$ cat config.mk
export PLATFORM = sky130hd
export DESIGN_NAME = ssgd_run_ctrl_flat
export DESIGN_NICKNAME = d
export VERILOG_FILES = /design/src/rtl/ssgd_pkg.sv /design/src/rtl/ssgd_run_ctrl_if.sv /design/src/rtl/ssgd_sat_cnt.sv /design/src/rtl/ssgd_run_ctrl.sv /design/src/flat_wrapper.sv
export SDC_FILE = /design/constraint.sdc
export NUM_CORES = 1
export LEC_CHECK = 0
export CAP_MARGIN = 10
export CORE_ASPECT_RATIO = 0.8
export CORE_MARGIN = 4
export CORE_UTILIZATION = 38
export CTS_CLUSTER_SIZE = 14
export DETAILED_ROUTE_END_ITERATION = 16
export GPL_ROUTABILITY_DRIVEN = 0
export PLACE_DENSITY = 0.62
export SKIP_CTS_REPAIR_TIMING = 1
export SYNTH_ARGS = -nofsm -noshare
export SYNTH_HDL_FRONTEND = slang
export SYNTH_HIERARCHICAL = 1
export SYNTH_SLANG_ARGS = --single-unit
$ cat constraint.sdc
create_clock -name clk -period 2.6 [get_ports clk]
set_input_delay 0.52 -clock clk [delete_from_list [all_inputs] [get_ports clk]]
set_output_delay 0.52 -clock clk [all_outputs]
set_load 0.05 [all_outputs]
$ cat src/rtl/ssgd_pkg.sv
// Shared constants for the sequence generator/detector run controller:
// FSM state encoding and default widths.
package ssgd_pkg;

    localparam int DEF_LEN_W = 8;
    localparam int DEF_CNT_W = 8;

    typedef enum logic [2:0] {
        ST_IDLE  = 3'd0,
        ST_LOAD  = 3'd1,
        ST_RUN   = 3'd2,
        ST_DRAIN = 3'd3,
        ST_DONE  = 3'd4
    } state_t;

endpackage

$ cat src/rtl/ssgd_run_ctrl_if.sv
// Control/status bundle between the run controller and its user.
// Optional first-hit capture ports appear when SSGD_FIRST_HIT_EN is defined.
interface ssgd_run_ctrl_if import ssgd_pkg::*; #(
    parameter int LEN_W = DEF_LEN_W,
    parameter int CNT_W = DEF_CNT_W
) ();

    logic             start;
    logic [LEN_W-1:0] run_len;
    logic             seq_jug;
    logic             gen_load;
    logic             step_en;
    logic             busy;
    logic             done;
    logic [CNT_W-1:0] hit_cnt;
    logic [LEN_W-1:0] bit_idx;
`ifdef SSGD_FIRST_HIT_EN
    logic [LEN_W-1:0] first_hit;
    logic             first_hit_vld;
`endif

    modport master (
`ifdef SSGD_FIRST_HIT_EN
        input  first_hit, first_hit_vld,
`endif
        output start, run_len, seq_jug,
        input  gen_load, step_en, busy, done, hit_cnt, bit_idx
    );

    modport slave (
`ifdef SSGD_FIRST_HIT_EN
        output first_hit, first_hit_vld,
`endif
        input  start, run_len, seq_jug,
        output gen_load, step_en, busy, done, hit_cnt, bit_idx
    );

endinterface

$ cat src/rtl/ssgd_sat_cnt.sv
// Saturating up-counter: synchronous clear has priority, sticks at all-ones.
module ssgd_sat_cnt #(
    parameter int W = 8
) (
    input  logic         clk,
    input  logic         rst,
    input  logic         clr,
    input  logic         inc,
    output logic [W-1:0] cnt
);

    always_ff @(posedge clk or posedge rst) begin
        if (rst) begin
            cnt <= '0;
        end else if (clr) begin
            cnt <= '0;
        end else if (inc && (cnt != '1)) begin
            cnt <= cnt + W'(1);
        end
    end

endmodule

$ cat src/rtl/ssgd_run_ctrl.sv
// Test-run controller: load generator, shift run_len cycles, drain one
// detector-latency cycle, pulse done. Define SSGD_FIRST_HIT_EN for first-hit capture.
module ssgd_run_ctrl import ssgd_pkg::*; #(
    parameter int LEN_W = DEF_LEN_W,
    parameter int CNT_W = DEF_CNT_W
) (
    input logic           clk,
    input logic           rst,
    ssgd_run_ctrl_if.slave bus
);

    state_t           state, state_nxt;
    logic [LEN_W-1:0] len_q;
    logic [LEN_W-1:0] bit_idx_q;
    logic [CNT_W-1:0] hit_cnt_q;
    logic             accept;
    logic             hit;

    logic gen_load_q, step_en_q, busy_q, done_q;
    logic gen_load_nxt, step_en_nxt, busy_nxt, done_nxt;

    assign accept = (state == ST_IDLE) && bus.start;
    // The DRAIN cycle still counts: it carries the detector's delayed verdict on the last bit.
    assign hit    = bus.seq_jug && ((state == ST_RUN) || (state == ST_DRAIN));

    always_ff @(posedge clk or posedge rst) begin
        if (rst) state <= ST_IDLE;
        else     state <= state_nxt;
    end

    always_comb begin
        state_nxt = state;
        case (state)
            ST_IDLE:  if (bus.start) state_nxt = ST_LOAD;
            ST_LOAD:  state_nxt = (len_q != '0) ? ST_RUN : ST_DRAIN;
            ST_RUN:   if (bit_idx_q == len_q - LEN_W'(1)) state_nxt = ST_DRAIN;
            ST_DRAIN: state_nxt = ST_DONE;
            ST_DONE:  state_nxt = ST_IDLE;
            default:  state_nxt = ST_IDLE;
        endcase
        // Outputs are decoded from the next state and registered, so they line up with state.
        gen_load_nxt = (state_nxt == ST_LOAD);
        step_en_nxt  = (state_nxt == ST_RUN);
        busy_nxt     = (state_nxt != ST_IDLE);
        done_nxt     = (state_nxt == ST_DONE);
    end

    always_ff @(posedge clk or posedge rst) begin
        if (rst) begin
            gen_load_q <= 1'b0;
            step_en_q  <= 1'b0;
            busy_q     <= 1'b0;
            done_q     <= 1'b0;
        end else begin
            gen_load_q <= gen_load_nxt;
            step_en_q  <= step_en_nxt;
            busy_q     <= busy_nxt;
            done_q     <= done_nxt;
        end
    end

    always_ff @(posedge clk or posedge rst) begin
        if (rst) begin
            len_q     <= '0;
            bit_idx_q <= '0;
        end else if (accept) begin
            len_q     <= bus.run_len;
            bit_idx_q <= '0;
        end else if (state == ST_RUN) begin
            bit_idx_q <= bit_idx_q + LEN_W'(1);
        end
    end

    ssgd_sat_cnt #(.W(CNT_W)) u_hit_cnt (
        .clk (clk),
        .rst (rst),
        .clr (accept),
        .inc (hit),
        .cnt (hit_cnt_q)
    );

`ifdef SSGD_FIRST_HIT_EN
    logic [LEN_W-1:0] first_hit_q;
    logic             first_hit_vld_q;

    always_ff @(posedge clk or posedge rst) begin
        if (rst) begin
            first_hit_q     <= '0;
            first_hit_vld_q <= 1'b0;
        end else if (accept) begin
            first_hit_q     <= '0;
            first_hit_vld_q <= 1'b0;
        end else if (hit && !first_hit_vld_q) begin
            first_hit_q     <= bit_idx_q;
            first_hit_vld_q <= 1'b1;
        end
    end

    assign bus.first_hit     = first_hit_q;
    assign bus.first_hit_vld = first_hit_vld_q;
`endif

    assign bus.gen_load = gen_load_q;
    assign bus.step_en  = step_en_q;
    assign bus.busy     = busy_q;
    assign bus.done     = done_q;
    assign bus.hit_cnt  = hit_cnt_q;
    assign bus.bit_idx  = bit_idx_q;

endmodule

$ cat src/flat_wrapper.sv
// flat-port wrapper written by rule: the top's interface ports become plain ports
module ssgd_run_ctrl_flat import ssgd_pkg::*;
#(
    parameter int LEN_W = DEF_LEN_W,
    parameter int CNT_W = DEF_CNT_W
)
  (clk, rst, bus_start, bus_run_len, bus_seq_jug, bus_gen_load, bus_step_en, bus_busy, bus_done, bus_hit_cnt, bus_bit_idx);
  ssgd_run_ctrl_if #(.LEN_W(LEN_W), .CNT_W(CNT_W)) bus_i ();
  input logic clk;
  input logic rst;
  input wire logic [$bits(bus_i.start)-1:0] bus_start;
  input wire logic [$bits(bus_i.run_len)-1:0] bus_run_len;
  input wire logic [$bits(bus_i.seq_jug)-1:0] bus_seq_jug;
  output wire logic [$bits(bus_i.gen_load)-1:0] bus_gen_load;
  output wire logic [$bits(bus_i.step_en)-1:0] bus_step_en;
  output wire logic [$bits(bus_i.busy)-1:0] bus_busy;
  output wire logic [$bits(bus_i.done)-1:0] bus_done;
  output wire logic [$bits(bus_i.hit_cnt)-1:0] bus_hit_cnt;
  output wire logic [$bits(bus_i.bit_idx)-1:0] bus_bit_idx;
  assign bus_i.start = bus_start;
  assign bus_i.run_len = bus_run_len;
  assign bus_i.seq_jug = bus_seq_jug;
  assign bus_gen_load = bus_i.gen_load;
  assign bus_step_en = bus_i.step_en;
  assign bus_busy = bus_i.busy;
  assign bus_done = bus_i.done;
  assign bus_hit_cnt = bus_i.hit_cnt;
  assign bus_bit_idx = bus_i.bit_idx;
  ssgd_run_ctrl #(.LEN_W(LEN_W), .CNT_W(CNT_W)) u_core (.clk(clk), .rst(rst), .bus(bus_i));
endmodule
# [After elaboration in Yosys (flattened, before gate mapping)]
# Index checks and enable logic that the tools add are counted.
[totals] regBits=31 latch_bits=0 ramBits=0 rom_bits=0 output_inout_bits=20 wordCells=36 n_memories=0
[classes] n_addsub=3 multipliers=0 div_mod_pow=0 order_cmp=0 eq_ne=8 shifts=0 mux=8 bitwise=0 reduce_logical=9
[op_table] operator="8-bit 2-to-1 mux" count=4
[op_table] operator="8-bit by 1-bit adder with 8-bit output, second input constant" count=2
[op_table] operator="3-bit case mux with 4 select lines" count=1
[op_table] operator="3-bit by 2-bit == test with 1-bit output, second input constant" count=3
[op_table] operator="8-bit == test" count=1
[op_table] operator="8-bit inequality test, second input constant" count=1
[op_table] operator="8-bit nonzero test" count=1
[op_table] operator="8-bit by 1-bit subtractor with 8-bit output, second input constant" count=1
[op_table] operator="3-bit by 1-bit == test with 1-bit output, second input constant" count=2
[op_table] operator="3-bit 2-to-1 mux" count=2
[op_table] operator="2-bit nonzero test" count=2
[op_table] operator="3-bit == test, second input constant" count=1
[op_table] operator="1-bit logical AND" count=3
[op_table] operator="3-bit logical NOT" count=1
[op_table] operator="3-bit nonzero test" count=1
[op_table] operator="1-bit logical OR" count=1
[op_table] operator="1-bit 2-to-1 mux" count=1

# [Logic depth before layout (Yosys ltp)]
[depth] depth_word=6 depth_mapped=8

# [Cells and area by module]
# Netlist, hierarchy kept.
[modules_own_cells] module="ssgd_run_ctrl" n_inst=1 cells_each=114 area_each_um2=1211.2 seq_area_each_um2=575.6
[modules_own_cells] module="ssgd_sat_cnt" n_inst=1 cells_each=49 area_each_um2=504.2 seq_area_each_um2=200.2

# [Worst setup path after synthesis]
# Ideal clock, no wire load.
[synth_path] kind="input-to-reg" start="in bus_start" end="reg u_core.u_hit_cnt.cnt[3]" setup_time_ns=0.125 t_arrival_ns=1.858 required_time_ns=2.475 setup_slack_ns=0.617 path_stages=7 cell_sequence="nor2b_1 > nor3b_1 > buf_2 > buf_2 > clkbuf_1 > nor2_1 > mux2_4"
[synth_via] elab_chain_cells=2 elab_cells_between_ends=3 cone_classes="mux: 1; reduce/logical: 2"
[synth_lines] item="from (decl)" line_no="flat_wrapper.sv:11" text="input wire logic [$bits(bus_i.start)-1:0] bus_start;"
[synth_lines] item="1-bit logical AND *" line_no="ssgd_run_ctrl.sv:22" text="assign accept = (state == ST_IDLE) && bus.start;"
[synth_lines] item="via u_core.accept" line_no="ssgd_run_ctrl.sv:16" text="logic accept;"
[synth_lines] item="8-bit 2-to-1 mux / 2-bit nonzero test (equally long branches)"
[synth_lines] item="to (signal assigned)" line_no="ssgd_sat_cnt.sv:18" text="cnt <= cnt + W'(1);"
[synth_lines] item="to (decl)" line_no="ssgd_sat_cnt.sv:9" text="output logic [W-1:0] cnt"
# The timed path passes the listed nets; every way through them passes the cells marked *.
# A chain may end at the register's enable or synchronous reset.

# [Worst setup path in the final report]
[layout_path] start="reg u_core.bit_idx_q[2], in the netlist u_core/bus.bit_idx[2]" end="out bus_bit_idx[2]"
[layout_rtl] item="from (decl)" line_no="ssgd_run_ctrl.sv:14" text="logic [LEN_W-1:0] bit_idx_q;"
[layout_rtl] item="from (signal assigned)" line_no="ssgd_run_ctrl.sv:70" text="bit_idx_q <= bit_idx_q + LEN_W'(1);"
[layout_rtl] item="to (decl)" line_no="flat_wrapper.sv:19" text="output wire logic [$bits(bus_i.bit_idx)-1:0] bus_bit_idx;"
# No word-level cell between the ends.

==> impl_metrics.json <==
{
  "die_w_microns": 83.1,
  "drt_iter0_drc": 96,
  "drv_slew": 0,
  "core_sq_um": 4280,
  "dr_total_vias": 1354,
  "hp-class": "in -> async",
  "fin_setup_tns_ns": 0,
  "hpwlAfterDp_mm": 2.94,
  "yosysSeqAreaShare": 0.452,
  "dr.pass1.iters": 4,
  "peakVddDrop_mv": 0.363,
  "yosys.area_share.adder": 0.0219,
  "ant_nets": 0,
  "antenna_found_initial": 0,
  "dp.cells": 246,
  "final_cells": 254,
  "path_buf_inv": 1,
  "leakagePower_nw": 0.943,
  "synthDistinctLibCells": 44,
  "fp-row-count": 21,
  "hold_slack_ns": 0.542,
  "syn_avg_cell_area_sq_um": 10.5,
  "worstPathRequired_ns": 2.08,
  "root_buffer": "clkbuf_8",
  "synth-simple-area-share": 0.212,
  "layout.nets": 211,
  "cp_cell_sequence": "clkdlybuf4s50_1",
  "finalWirelength_mm": 3.93,
  "grt_pass1_vias": 1397,
  "cts_tree": "built",
  "synth_ff_type": "dfrtp_1",
  "period_needed_ns": 2.22,
  "crit_path_start_kind": "flop",
  "synth_top_family_by_area": "simple AND/OR/NAND/NOR gates",
  "yosys.area.top_type": "dfrtp_1",
  "viasPerCell": 5.33,
  "path_delay_family": "buffers and inverters",
  "setup_violations": 0,
  "path_class": "reg -> out",
  "cellPowerDensity_nw_per_um2": 1070,
  "grt_start_max_net_pins": 24,
  "synth-seq-cells": 31,
  "synth_nets": 178,
  "clk_latency_ns": 0.28,
  "synthTopCellsByArea": "dfrtp_1 (45%), xor2_1 (5.1%), mux2_2 (3.9%)",
  "end_kind": "output pin",
  "fin_skew_ns": 0.00346,
  "cp_data_arrival_time_ns": 1.70,
  "synth_warnings": 6,
  "multiInputGateArea_sq_um": 883,
  "portBuffers": 31,
  "htreeDepth": 2,
  "synth_compound_area_frac": 0.106,
  "hold_viol": 0,
  "area_growth_syn_to_layout_pct": 27.2,
  "die_area_sq_um": 5660,
  "ff_latch_area_sq_um": 776,
  "synth_edf_count": 0,
  "final_util": 0.509,
  "final_cell_mix": "clkdlybuf4s50_1 (31), dfrtp_1 (31), nor2_1 (15)",
  "fill_cells": 394,
  "run_status": "completed",
  "grtUsageTotal": 0.157,
  "cap_violations": 0,
  "worst_pin_slew_ns": 0.703,
  "grt-ovfl-total": 0,
  "diodes": 0,
  "power_mw": 2.34,
  "critPathSlowestCell": "clkdlybuf4s50_1",
  "post-route-period-util": 0.855,
  "fp.dieH_microns": 68.1,
  "clk_pin_slew_worst_paths_ns": 0.06,
  "async_flop_share": 1.00,
  "crit_fanout": 9,
  "cts_sinks": 31,
  "cts_buffers": 5,
  "netlist_area_sq_um": 1720,
  "route.detailed.drc": 0,
  "synth_mux_area_frac": 0.0861,
  "io_pins": 32,
  "yosys.area_share.xor_xnor": 0.0868,
  "max_stage_delay_ns": 0.88,
  "start_util": 0.401,
  "wl_per_cell_microns": 15.5,
  "slew_headroom": 0.529,
  "max_freq_ghz": 0.450,
  "drive_gt1_frac": 0.157,
  "synth_top_cell_area_share": 0.452,
  "rsz0062_at_grt": "false",
  "grt_pass1_wl_mm": 6.98,
  "clk_path_buf_depth": 2,
  "synth_cells": 163
}
## per-layer routing
layer  vias up  GRT usage  part of all wire
met4         0     0.0714             0.014
met1       675      0.203              0.48
met2        34      0.251              0.46
met5         -          0                 0
met3         5     0.0433             0.050
li1        640          -                 -
## through the flow
stage | worst slack, ns | area [sq um]
after floorplan | 0.617 | 1720
after global placement | 0.492 | 2080
after detailed placement | 0.415 | 2080
after CTS | 0.364 | 2180
after global routing | 0.299 | 2180
final | 0.377 | 2180
## flip-flops by register name, indices dropped and copies added, names as in the netlist
signal	count
u_core/bus.done	1
u_core/bus.bit_idx	8
u_core/u_hit_cnt/cnt	8
u_core/len_q	8
u_core/bus.gen_load	1
u_core/state	3
u_core/bus.busy	1
u_core/bus.step_en	1
## kinds of logic (layout without fill, tap and decap cells)
family,count (synthesis),after routing
AND/OR/NAND/NOR,63,63
flip-flops,31,31
AO/OA/AOI/OAI,24,24
XOR/XNOR,17,17
buffers and inverters,13,47
multiplexers,12,12
adder cells (fa/ha/maj),3,3
## cell usage after synthesis, types with 4 or more instances
library cell	instances
xor2_1	10
nor2_1	15
nand2_1	8
o21ai_0	4
mux2_2	6
nand4_1	7
and3_1	4
xnor2_1	7
mux2_4	4
a21oi_1	4
buf_2	4
dfrtp_1	31
nor3_1	5
inv_1	5
nor2b_1	5
## worst paths after layout
path | start | end | slack (ns) | cells past startpoint
worst max-delay path | u_core/bus.bit_idx[2]$_DFFE_PP0P_ | bus_bit_idx[2] | 0.38 | 1
worst min-delay path | rst | u_core/u_hit_cnt/cnt[3]$_DFFE_PP0P_ | 0.54 | 2
worst max register to register | u_core/state[1]$_DFF_PP0_ | u_core/bus.step_en$_DFF_PP0_ | 0.72 | 4
worst min register to register | u_core/len_q[7]$_DFFE_PP0P_ | u_core/len_q[7]$_DFFE_PP0P_ | 0.56 | 1
max in group asynchronous | rst | u_core/bus.bit_idx[1]$_DFFE_PP0P_ | 1.74 | 3
min in group clk | u_core/len_q[7]$_DFFE_PP0P_ | u_core/len_q[7]$_DFFE_PP0P_ | 0.56 | 1
## cell type report
cell class / count / share of cell area
inverter: 5 / 0.00860
sequential: 31 / 0.356
timing repair buffer: 34 / 0.153
multi-input combinational: 119 / 0.405
tap: 57 / 0.0327
clock buffer: 8 / 0.0459
## where the power goes
part	total [mW]	leakage [nW]	switching (mW)	internal, mW
clock network	0.412	0.0515	0.170	0.241
logic	1.09	0.489	0.620	0.466
registers	0.845	0.402	0.214	0.631
total	2.34	0.943	1.00	1.34
(Power assumes the default switching activity.)
